--- src/rtl/bus_protocol_master.sv ---
// Byte-at-a-time bus master: IDLE/SEND/GAP handshake with dAck window, timeout and error pulses.
// Define BUS_MASTER_RETRY_EN to resend a failed byte once before reporting tx_err.
module bus_protocol_master (
  input  logic       clk,
  input  logic       reset_n,
  input  logic       src_valid,
  input  logic [7:0] src_data,
  output logic       src_ready,
  output logic       dValid,
  output logic [7:0] data,
  input  logic       dAck,
  output logic       tx_done,
  output logic       tx_err
);

  typedef enum logic [1:0] {StIdle, StSend, StGap} state_e;

  localparam logic [2:0] AckFirst = 3'd2;  // earliest legal acknowledge beat
  localparam logic [2:0] BeatLast = 3'd4;  // final beat before timeout

  state_e     state_q, state_d;
  logic [2:0] beat_cnt_q, beat_cnt_d;
  logic       dvalid_q, dvalid_d;
  logic [7:0] data_q, data_d;
  logic       tx_done_q, tx_done_d;
  logic       tx_err_q, tx_err_d;
`ifdef BUS_MASTER_RETRY_EN
  logic       retry_q, retry_d;
`endif

  assign src_ready = (state_q == StIdle);
  assign dValid    = dvalid_q;
  assign data      = data_q;
  assign tx_done   = tx_done_q;
  assign tx_err    = tx_err_q;

  always_comb begin
    state_d    = state_q;
    beat_cnt_d = beat_cnt_q;
    dvalid_d   = dvalid_q;
    data_d     = data_q;
    tx_done_d  = 1'b0;
    tx_err_d   = 1'b0;
`ifdef BUS_MASTER_RETRY_EN
    retry_d    = retry_q;
`endif
    unique case (state_q)
      StIdle: begin
        if (src_valid) begin
          data_d     = src_data;
          dvalid_d   = 1'b1;
          beat_cnt_d = 3'd0;
          state_d    = StSend;
        end
      end
      StSend: begin
        if (dAck && (beat_cnt_q >= AckFirst)) begin
          dvalid_d  = 1'b0;
          tx_done_d = 1'b1;
          state_d   = StGap;
`ifdef BUS_MASTER_RETRY_EN
          retry_d   = 1'b0;
`endif
        end else if (dAck || (beat_cnt_q == BeatLast)) begin
          // Early acknowledge or timeout.
          dvalid_d = 1'b0;
          state_d  = StGap;
`ifdef BUS_MASTER_RETRY_EN
          if (retry_q) begin
            tx_err_d = 1'b1;
            retry_d  = 1'b0;
          end else begin
            retry_d  = 1'b1;
          end
`else
          tx_err_d = 1'b1;
`endif
        end else begin
          beat_cnt_d = beat_cnt_q + 3'd1;
        end
      end
      StGap: begin
        state_d = StIdle;
`ifdef BUS_MASTER_RETRY_EN
        // A pending retry resends the held byte without reopening src_ready.
        if (retry_q) begin
          state_d    = StSend;
          dvalid_d   = 1'b1;
          beat_cnt_d = 3'd0;
        end
`endif
      end
      default: begin
        state_d  = StIdle;
        dvalid_d = 1'b0;
      end
    endcase
  end

  always_ff @(posedge clk or negedge reset_n) begin
    if (!reset_n) begin
      state_q    <= StIdle;
      beat_cnt_q <= 3'd0;
      dvalid_q   <= 1'b0;
      data_q     <= 8'h00;
      tx_done_q  <= 1'b0;
      tx_err_q   <= 1'b0;
`ifdef BUS_MASTER_RETRY_EN
      retry_q    <= 1'b0;
`endif
    end else begin
      state_q    <= state_d;
      beat_cnt_q <= beat_cnt_d;
      dvalid_q   <= dvalid_d;
      data_q     <= data_d;
      tx_done_q  <= tx_done_d;
      tx_err_q   <= tx_err_d;
`ifdef BUS_MASTER_RETRY_EN
      retry_q    <= retry_d;
`endif
    end
  end

endmodule

--- config.mk ---
export PLATFORM = sky130hd
export DESIGN_NAME = bus_protocol_master
export DESIGN_NICKNAME = d
export VERILOG_FILES = /design/src/rtl/bus_protocol_master.sv
export SDC_FILE = /design/constraint.sdc
export NUM_CORES = 1
export LEC_CHECK = 0
export ABC_CLOCK_PERIOD_IN_PS = 1410
export CORE_MARGIN = 3
export CORE_UTILIZATION = 25
export DETAILED_ROUTE_END_ITERATION = 12
export GPL_TIMING_DRIVEN = 0
export HOLD_SLACK_MARGIN = 0.15
export REMOVE_ABC_BUFFERS = 1
export SKIP_CTS_REPAIR_TIMING = 1
export SYNTH_ARGS = -nofsm -noshare
export SYNTH_HDL_FRONTEND = slang
export SYNTH_SLANG_ARGS = --single-unit
--- constraint.sdc ---
create_clock -name clk -period 1.41 [get_ports clk]
set_input_delay 0.282 -clock clk [delete_from_list [all_inputs] [get_ports clk]]
set_output_delay 0.282 -clock clk [all_outputs]
set_load 0.005 [all_outputs]
==> out/metrics.cfg <==
[run_status]
status = complete, no violations

[clock_tree]
clockRootBuffer = clkbuf_4
clockBufferDepth = 2
clk_latency_ns = 0.28
clkSinkCount = 16
htreeDepth = 1
numCtsBuffers = 3
cts_tree = done
clk_pin_slew_ns = 0.09

[detailed_routing]
drc = 0
wl_per_cell_um = 11.2
drt-pass1-iter-count = 4
postRouteAntennaNets = 0
routed_wl_um = 1500
drtIter0Drc = 10
via_count = 570
vias_per_cell = 4.29

[synthesis]
ys_warn_count = 0
synth-main-ff-cell = dfrtp_1
synth-seq-cells = 16
syn_area_per_cell_um2 = 9.88
netlist_instances = 70
synthDistinctLibCells = 18
ys_seq_area_frac = 0.579
synth_edf_count = 0
async_reset_ff_frac = 1.00
syn_area_um2 = 692
synth_area_leader_cell = dfrtp_1
synth.top_cell.area_share = 0.579
ys_top_cells_by_area = dfrtp_1, nand2_1, ha_1

[worst_setup_path]
crit_required_ns = 1.58
r2r_end = beat_cnt_q[1]
worst-r2r-cell-count = 2
crit_fanout = 12
timing.rr.start = state_q[1]
reg2reg_slack_ns = 0.08
start_kind = primary input
critPathArrivalTime_ns = 1.52
worst-setup-path-type = primary input to flop
crit_path_end_kind = flop

[sta]
period_minus_slack_ns = 1.35
tightest_slew_ns = 0.708
finalSetupViolCount = 0
final.setup.tns_ns = 0
fin_skew_ns = 0.00825
grt_setup_unrepaired = false
finalHoldViolCount = 0
fin_crit_sh = 0.959
max_freq_ghz = 0.739
drv_slew = 0
hold_ws_ns = 0.417
slew_headroom = 0.526

[floorplan]
core_area_um2 = 2540
initial_core_util = 0.272
rows = 18
fp.dieH_um = 58.6
die_area_um2 = 3440
fp.dieW_um = 58.6
ios = 24

[global_routing]
grt.total_usage = 0.0843
overflow = 0
antenna_found_initial = 0
grt_max_degree = 17
grt_first_pass_wirelength_um = 2150
grt_pass1_vias = 511

[cells_and_area]
layout_common_cells = nand2_1, dfrtp_1, dlymetal6s2s_1
utilization = 0.426
num_antenna_cells = 0
final_area_um2 = 1080
fill_cells = 247
final_common_cell = nand2_1
drive_gt1_frac = 0.184
synthToLayoutAreaGrowth_pct = 56.8
num-nets-final = 120

[placement]
port-buffer-count = 23
hpwl_um = 1000
dpl_cell_area_um2 = 948
gp_congestion = 0.679

[power_and_ir_drop]
power.density_nw_per_um2 = 1710
internal_power_uw = 1240
p_sw_uw = 606
seqPwrFrac = 0.411
total_power_uw = 1850
p_leak_uw = 0.000667
swShare = 0.327
power_frac_clock = 0.124
vdd.ir_drop.worst_mv = 1.07
combPwrFrac = 0.465

[hold_path]
hp-class = primary input to asynchronous set/reset pin

[run]
drv_cap = 0

[metal layers]
layer | up-vias | track usage | wire length [um]
li1 | 288 | - | -
met1 | 262 | 0.0922 | 639
met2 | 18 | 0.137 | 683
met3 | 2 | 0.0482 | 152
met4 | 0 | 0.0291 | 19
met5 | - | 0 | 0
[power by group through the flow]
stage	Combinational (uW)	Clock [uW]	Sequential (uW)
floorplan	309	0	777
global placement	723	0	773
detailed placement	742	0	781
CTS	744	240	774
global route	953	257	781
finish	860	229	760
[stage by stage]
step,cells,setup slack (ns)
floorplan,69,0.0656
global placement,122,-0.198
detailed placement,122,-0.201
CTS,125,-0.216
global route,133,0.0343
finish,133,0.0573
[how the worst max path moves through the flow]
stage                        startpoint       endpoint  slack (ns)  cells past startpoint
after detailed placement      src_valid  beat_cnt_q[1]       -0.20                      3
final                         src_valid  beat_cnt_q[1]        0.06                      3
after floorplan           beat_cnt_q[0]  beat_cnt_q[1]        0.07                      5
after CTS                    state_q[0]      src_ready       -0.22                      2
after global placement        src_valid  beat_cnt_q[1]       -0.20                      3
after global routing      beat_cnt_q[1]  beat_cnt_q[1]        0.03                      5
[worst max-delay path, cell delays in order]
cell and delay (ns):
clkdlybuf4s50_1 0.49, or3b_4 0.48, a31o_2 0.27
[cell families after synthesis]
group | Yosys count | synth area share
AND/OR/NAND/NOR | 42 | 0.277
flip-flops | 16 | 0.579
buffers and inverters | 3 | 0.0271
adder cells (fa/ha/maj) | 3 | 0.0543
AO/OA/AOI/OAI | 4 | 0.0344
multiplexers | 2 | 0.0289
[synthesized netlist by cell type (all sizes together) (2+ instances only)]
cell / count
a21oi: 3
dfrtp: 16
ha: 3
inv: 2
mux2i: 2
nand2: 30
nor2: 4
[layout make-up]
| class | count | area, um^2 | share of cell area |
|---|---|---|---|
| clock buffer | 3 | 22.5 | 0.0208 |
| multi-input combinational | 51 | 295 | 0.272 |
| timing repair buffer | 31 | 320 | 0.295 |
| inverter | 2 | 7.51 | 0.00692 |
| tap | 30 | 37.5 | 0.0346 |
| sequential | 16 | 402 | 0.370 |
[sequential cells by signal (all words and copies together) (netlist names)]
name        cells
data            8
beat_cnt_q      3
state_q         2
dValid          1
tx_done         1
tx_err          1
Power figures use the tool's default switching activity.
